==> src/rtl/shift_load_arbiter.sv <==
// shift_load_arbiter: shares one WIDTH x SIZE shift register between requesters A and B, one burst at a time.
// Define FIXED_PRIORITY_EN so that IDLE ties always go to A; otherwise ties are broken round-robin.
module shift_load_arbiter #(
    parameter int WIDTH = 8,
    parameter int SIZE  = 8,
    localparam int CW   = $clog2(SIZE + 1)
) (
    input  logic             clk,
    input  logic             rst_n,
    input  logic             load_window,
    input  logic             consume,
    input  logic             a_valid,
    input  logic [WIDTH-1:0] a_data,
    output logic             a_ready,
    input  logic             b_valid,
    input  logic [WIDTH-1:0] b_data,
    output logic             b_ready,
    output logic             shift_signal,
    output logic [WIDTH-1:0] data_out,
    output logic [CW-1:0]    fill_count,
    output logic             full,
    output logic [1:0]       owner
);
    typedef enum logic [1:0] {S_IDLE, S_OWN_A, S_OWN_B, S_FULL} state_t;

    localparam logic [CW-1:0] FULL_CNT = CW'(SIZE);

    state_t           r_state, w_state_nxt;
    logic [CW-1:0]    r_fill, w_fill_nxt;
    logic             r_shift;
    logic [WIDTH-1:0] r_data;
    logic             w_room, w_acc_a, w_acc_b, w_acc, w_last_word, w_rel, w_grant_a;

    assign w_room      = r_fill < FULL_CNT;
    assign a_ready     = rst_n & (r_state == S_OWN_A) & load_window & ~consume & w_room;
    assign b_ready     = rst_n & (r_state == S_OWN_B) & load_window & ~consume & w_room;
    assign w_acc_a     = a_valid & a_ready;
    assign w_acc_b     = b_valid & b_ready;
    assign w_acc       = w_acc_a | w_acc_b;
    assign w_last_word = w_acc & (r_fill == FULL_CNT - 1'b1);
    // Owner gives up the register on its final word, or when it goes idle inside an open window.
    assign w_rel = ~consume & load_window &
                   (((r_state == S_OWN_A) & (w_last_word | ~a_valid)) |
                    ((r_state == S_OWN_B) & (w_last_word | ~b_valid)));

`ifdef FIXED_PRIORITY_EN
    assign w_grant_a = a_valid;
`else
    logic r_last_b;
    assign w_grant_a = a_valid & (~b_valid | r_last_b);

    always_ff @(posedge clk) begin
        if (!rst_n)
            r_last_b <= 1'b1;
        else if (w_rel)
            r_last_b <= (r_state == S_OWN_B);
    end
`endif

    always_comb begin
        w_state_nxt = r_state;
        w_fill_nxt  = consume ? '0 : r_fill + CW'(w_acc);
        if (consume)
            w_state_nxt = S_IDLE;
        else begin
            case (r_state)
                S_IDLE:
                    if (r_fill == FULL_CNT)
                        w_state_nxt = S_FULL;
                    else if (a_valid | b_valid)
                        w_state_nxt = w_grant_a ? S_OWN_A : S_OWN_B;
                S_OWN_A, S_OWN_B:
                    if (w_rel)
                        w_state_nxt = w_last_word ? S_FULL : S_IDLE;
                default:
                    w_state_nxt = r_state;
            endcase
        end
    end

    always_ff @(posedge clk) begin
        if (!rst_n) begin
            r_state <= S_IDLE;
            r_fill  <= '0;
            r_shift <= 1'b0;
            r_data  <= '0;
        end else begin
            r_state <= w_state_nxt;
            r_fill  <= w_fill_nxt;
            r_shift <= w_acc;
            r_data  <= w_acc_a ? a_data : (w_acc_b ? b_data : r_data);
        end
    end

    assign shift_signal = r_shift;
    assign data_out     = r_data;
    assign fill_count   = r_fill;
    assign full         = r_fill == FULL_CNT;
    assign owner        = {r_state == S_OWN_B, r_state == S_OWN_A};
endmodule

==> config.mk <==
export PLATFORM = sky130hd
export DESIGN_NAME = shift_load_arbiter
export DESIGN_NICKNAME = d
export VERILOG_FILES = /design/src/rtl/shift_load_arbiter.sv
export SDC_FILE = /design/constraint.sdc
export NUM_CORES = 1
export LEC_CHECK = 0
export CORE_AREA = 5 5 56 58
export CTS_CLUSTER_DIAMETER = 50
export DETAILED_ROUTE_END_ITERATION = 10
export DIE_AREA = 0 0 61 63
export PLACE_DENSITY_LB_ADDON = 0.08
export SETUP_SLACK_MARGIN = 0.15
export SYNTH_ARGS = -nofsm -noshare
export SYNTH_HDL_FRONTEND = slang
export SYNTH_SLANG_ARGS = --single-unit
==> constraint.sdc <==
create_clock -name clk -period 1.9 [get_ports clk]
set_input_delay 0.38 -clock clk [delete_from_list [all_inputs] [get_ports clk]]
set_output_delay 0.38 -clock clk [all_outputs]
set_load 0.05 [all_outputs]
Word-level counts from Yosys, hierarchy flattened

Index checks and enable logic that the tools add are counted.

Add/sub/neg operators: 1
Order comparisons: 1
Equality and inequality tests: 6
Multiplexer cells: 8
Bitwise gates (word level): 26
Reduce and logical (&&, ||, !) cells: 6

Operator list:

| kind                                                 | number |
|---|---|
| AND 1 bit                                            | 16 |
| two-way mux 8 bit                                    | 2 |
| two-way mux 2 bit                                    | 5 |
| OR 1 bit                                             | 6 |
| adder 4 x 1 -> 4 bit                                 | 1 |
| equality test 4 x 3 -> 1 bit (second input constant) | 1 |
| equality test 4 bit (second input constant)          | 1 |
| less-than comparator 4 bit (second input constant)   | 1 |
| inverter 1 bit                                       | 4 |
| one-hot mux 2 bit (2 select lines)                   | 1 |
| nonzero test 2 bit                                   | 2 |
| OR reduction 2 bit                                   | 2 |
| != test 3 bit (second input constant)                | 1 |
| AND reduction 3 bit                                  | 1 |
| equality test 2 x 1 -> 1 bit (second input constant) | 1 |
| equality test 2 bit (second input constant)          | 1 |
| zero test 2 bit                                      | 1 |
| != test 2 bit (second input constant)                | 1 |

Bits in registers: 16
Output and inout bits: 18
Logic and storage cells: 53

Logic depth before layout (Yosys ltp)

Depth in word-level cells: 14
Mapped depth: 10
Gate-level depth less buffers: 8

Least setup slack after synthesis

No wires, ideal clock.

Path kind: flip-flop to flip-flop
Start: register r_state[0]
End: register r_fill[1], in the netlist fill_count[1]
Library setup time: 0.115 ns
Arrival: 2.137 ns
Required time: 1.785 ns
Path slack: -0.352 ns
Cell stages (with the launch flop): 10
Path buffers: 2
Path through: dfxtp_1 -> inv_1 -> ha_1 -> a22oi_1 -> nor2b_1 -> buf_2 -> buf_2 -> ha_1 -> ha_1 -> and2_1

Longest elaborated chain between the ends: 8
Elaborated cells on any way between the ends: 14

Ends and longest elaborated chain:

| element                  | line | source |
|---|---|---|
| start: declaration       | 28   | `state_t r_state, w_state_nxt;` |
| start signal: assignment | 88   | `r_state <= w_state_nxt;` |
| equality test 2 bit      | -    |  |
| via owner[1]             | 22   | `output logic [1:0] owner` |
| AND 1 bit (4 in series)  | 36   | `assign b_ready = rst_n & (r_state == S_OWN_B) & load_window & ~consume & w_room;` |
| AND 1 bit                | 38   | `assign w_acc_b = b_valid & b_ready;` |
| OR 1 bit                 | 39   | `assign w_acc = w_acc_a \| w_acc_b;` |
| via w_acc                | 32   | `logic w_room, w_acc_a, w_acc_b, w_acc, w_last_word, w_rel, w_grant_a;` |
| adder 4 x 1 -> 4 bit     | 62   | `w_fill_nxt = consume ? '0 : r_fill + CW'(w_acc);` |
| end signal: assignment   | 89   | `r_fill <= w_fill_nxt;` |
| end: declaration         | 29   | `logic [CW-1:0] r_fill, w_fill_nxt;` |

The timed path passes the listed nets, and every way through them passes these cells.
A chain may end at the register's enable or synchronous reset.

Worst setup path in the final report

Start: register r_fill[1], in the netlist fill_count[1]
End: output full

Longest elaborated chain between the ends: 1

Ends and longest elaborated chain:

| element             | line | source |
|---|---|---|
| equality test 4 bit | 98   | `assign full = r_fill == FULL_CNT;` |
| end: declaration    | 21   | `output logic full,` |

No other way between the ends.

==> flow_metrics.tcl <==
set metrics [dict create \
    status "complete, no violations" \
    h-tree-depth 1 \
    rsz0062_at_grt "true" \
    core_area_um2 2615 \
    row_count 19 \
    die_h_um 63 \
    cts_tree "built" \
    track_usage_pct 12.37 \
    gp_congestion 0.7136 \
    clkTransAtPathRegs_ns 0.11 \
    peakVddDrop_uv 363.8 \
    p_seq_share_pct 42.6 \
    cts-root-buf "clkbuf_4" \
    synth_compound_area_share_pct 18.73 \
    fp.dieArea_um2 3843 \
    drt_iter0_markers 14 \
    tightest_slew_ns 0.5063 \
    syn_to_final_growth_pct 70.99 \
    overflow 0 \
    critPathLaunchType "register" \
    clk_path_buf_depth 2 \
    dpl.hpwl_um 1791 \
    antenna_found_initial 0 \
    drtPass1Iterations 4 \
    yosys.area_share.simple_pct 21.55 \
    whs_ns 0.5053 \
    pwr-share-comb_pct 30.0 \
    place_ws_ns -0.1543 \
    synth_seq_cells 16 \
    diodes 0 \
    min_path_type "reg -> reg" \
    numCtsBuffers 3 \
    pwr-share-clk_pct 27.4 \
    fmax_ghz 0.5685 \
    synth_fa_ha_area_share_pct 7.042 \
    initial_core_util_pct 33.97 \
    worst_slack_ns 0.1409 \
    leakage_uw 0.0007246 \
    r2r-start "fill_count[1]$_SDFF_PP0_" \
    internal_power_uw 584.1 \
    critPathArrivalTime_ns 1.38 \
    via_per_inst 4.960 \
    clk_latency_ns 0.29 \
    grt_max_degree 17 \
    synth_xor_area_share_pct 1.972 \
    fillers 254 \
    power_density_nw_per_um2 547.2 \
    vias 868 \
    synth_mux_area_share_pct 10.14 \
    drv_slew 0 \
    maxSlewHeadroom_pct 66.38 \
    maxCapViolations 0 \
    min-delay-start "data_out[7]$_SDFFE_PN0N_" \
    crit_type "reg -> out" \
    critPathRequiredTime_ns 1.52 \
    syn_nets 120 \
    cts_hold_buf 0 \
    cp_max_fo 2 \
    dieWidth_um 61 \
    finalSetupTns_ns 0 \
    post-route-period-util_pct 92.58 \
    io_pins 40 \
    sw_frac_of_total_pct 29.72 \
    setup_viol 0 \
    grt_pass1_wl_um 3705 \
    end_kind "output pin" \
    switchingPower_uw 247.0 \
    finalCriticalPeriod_ns 1.759 \
    drive_gt1_share_pct 31.25 \
    synth_cells 93 \
    grt_pass1_vias 895 \
    wl_um 2246 \
    cts_sinks 16 \
    synth_area_um2 888.4 \
    drc 0 \
    fin_worst_skew_ns 0.01385 \
    synth_cell_types 33 \
    syn_avg_cell_area_um2 9.552 \
    synth.top_cells.by_area "dfxtp_1, mux2i_1, o211a_1, ha_1, nand2_1" \
    place.port_buffers 39 \
    synth_top_family_by_area "simple AND/OR/NAND/NOR gates" \
    hold_viol 0 \
    yosys_warnings 0 \
    wl_per_cell_um 12.83 \
    yosysTopAreaCellShare_pct 36.06 \
    yosysSeqAreaShare_pct 36.06 \
    ant_nets 0 \
    nNetsFinal 172 \
    yosysTopAreaCell "dfxtp_1" \
    startpoint "fill_count[1]$_SDFF_PP0_" \
]
power groups by stage:
stage	clock network (uW)	registers (uW)	logic, uW
3_3_place_gp	0	365	248
6_report	228	354	249
4_1_cts	236	354	250
5_1_grt	254	357	269
3_5_place_dp	0	365	252
2_1_floorplan	0	379	142
cell families (layout without fill, tap and decap cells):
kind of cell	count (synthesis)	after routing
simple gates	33	33
buf+inv	9	60
compound gates	19	19
mux	9	9
flops	16	16
xor+xnor	2	2
fa+ha+maj	5	5
critical path, cell delays in order, from the launching register on:
cell and delay (ns):
dfxtp_4 0.36, or4b_4 0.53, inv_4 0.08, buf_12 0.12
sequential cells by signal, summed over array words and instances (netlist names):
register,count
shift_signal,1
r_state,2
fill_count,4
data_out,8
r_last_b,1
placed cells by master (no fill, tap or decap), types with 3 or more instances in the layout:
cell type	n
nor2_1	5
nor2b_1	3
mux2i_1	9
dfxtp_4	3
o211a_1	8
clkdlybuf4s50_1	18
buf_4	16
dlygate4sd2_1	13
dfxtp_2	3
ha_4	4
dfxtp_1	10
nand2_1	10
buf_12	4
clkbuf_4	3
synthesized netlist by cell type, drive strengths merged:
library cell  number
nor4b              1
o22ai              2
xnor2              1
nand2             10
nand3              3
nor2               5
nor3b              1
ha                 5
and4bb             1
dfxtp             16
and3               1
nor2b              3
o21ai              2
buf                3
o21a               2
a22oi              1
o211a              8
o31ai              1
mux2i              9
nand2b             1
xor2               1
or4b               1
and2               4
clkbuf             1
a22o               1
nand4b             1
inv                5
and2b              1
a311oi             2
path summary, 6_finish.rpt:
kind / slack [ns] / cells past startpoint / end
max reg2reg: 0.26 / 6 / r_state[0]$_SDFFE_PP0P_
min: 0.51 / 1 / data_out[7]$_SDFFE_PN0N_
max: 0.14 / 3 / full
min reg2reg: 0.51 / 1 / data_out[7]$_SDFFE_PN0N_
per-stage QoR:
stage / instance area, um^2 / instances / util, % / total power [uW]
6_report: 1519 / 175 / 58.09 / 831.2
5_1_grt: 1519 / 175 / 58.09 / 879.3
4_1_cts: 1511 / 175 / 57.80 / 840.0
3_5_place_dp: 1459 / 168 / 55.79 / 617.6
3_3_place_gp: 1459 / 168 / 55.79 / 612.8
2_1_floorplan: 962.2 / 93 / - / 520.9
metal layers:
metal	GRT usage, %	part of all wire [%]	up-vias
li1	-	-	436
met1	14.96	44	402
met5	0	0	-
met2	20.45	48	28
met4	4.065	0.80	0
met3	3.512	7.4	2
area by class of cell:
type	instances	area, um^2	share of cell area, %
multi-input combinational	68	593.1	39.04
timing repair buffer	51	494.2	32.54
sequential	16	335.3	22.08
tap	31	38.79	2.554
clock buffer	4	36.28	2.389
inverter	5	21.27	1.400
what timing repair did:
item | 4_1_cts | 5_1_grt
setup buffers | 3 | 0
setup endpoints to repair | 14 | 4
pin swaps | 4 | 2
gates resized for setup | 18 | 2
No activity file was read; power rests on OpenSTA's default activity.
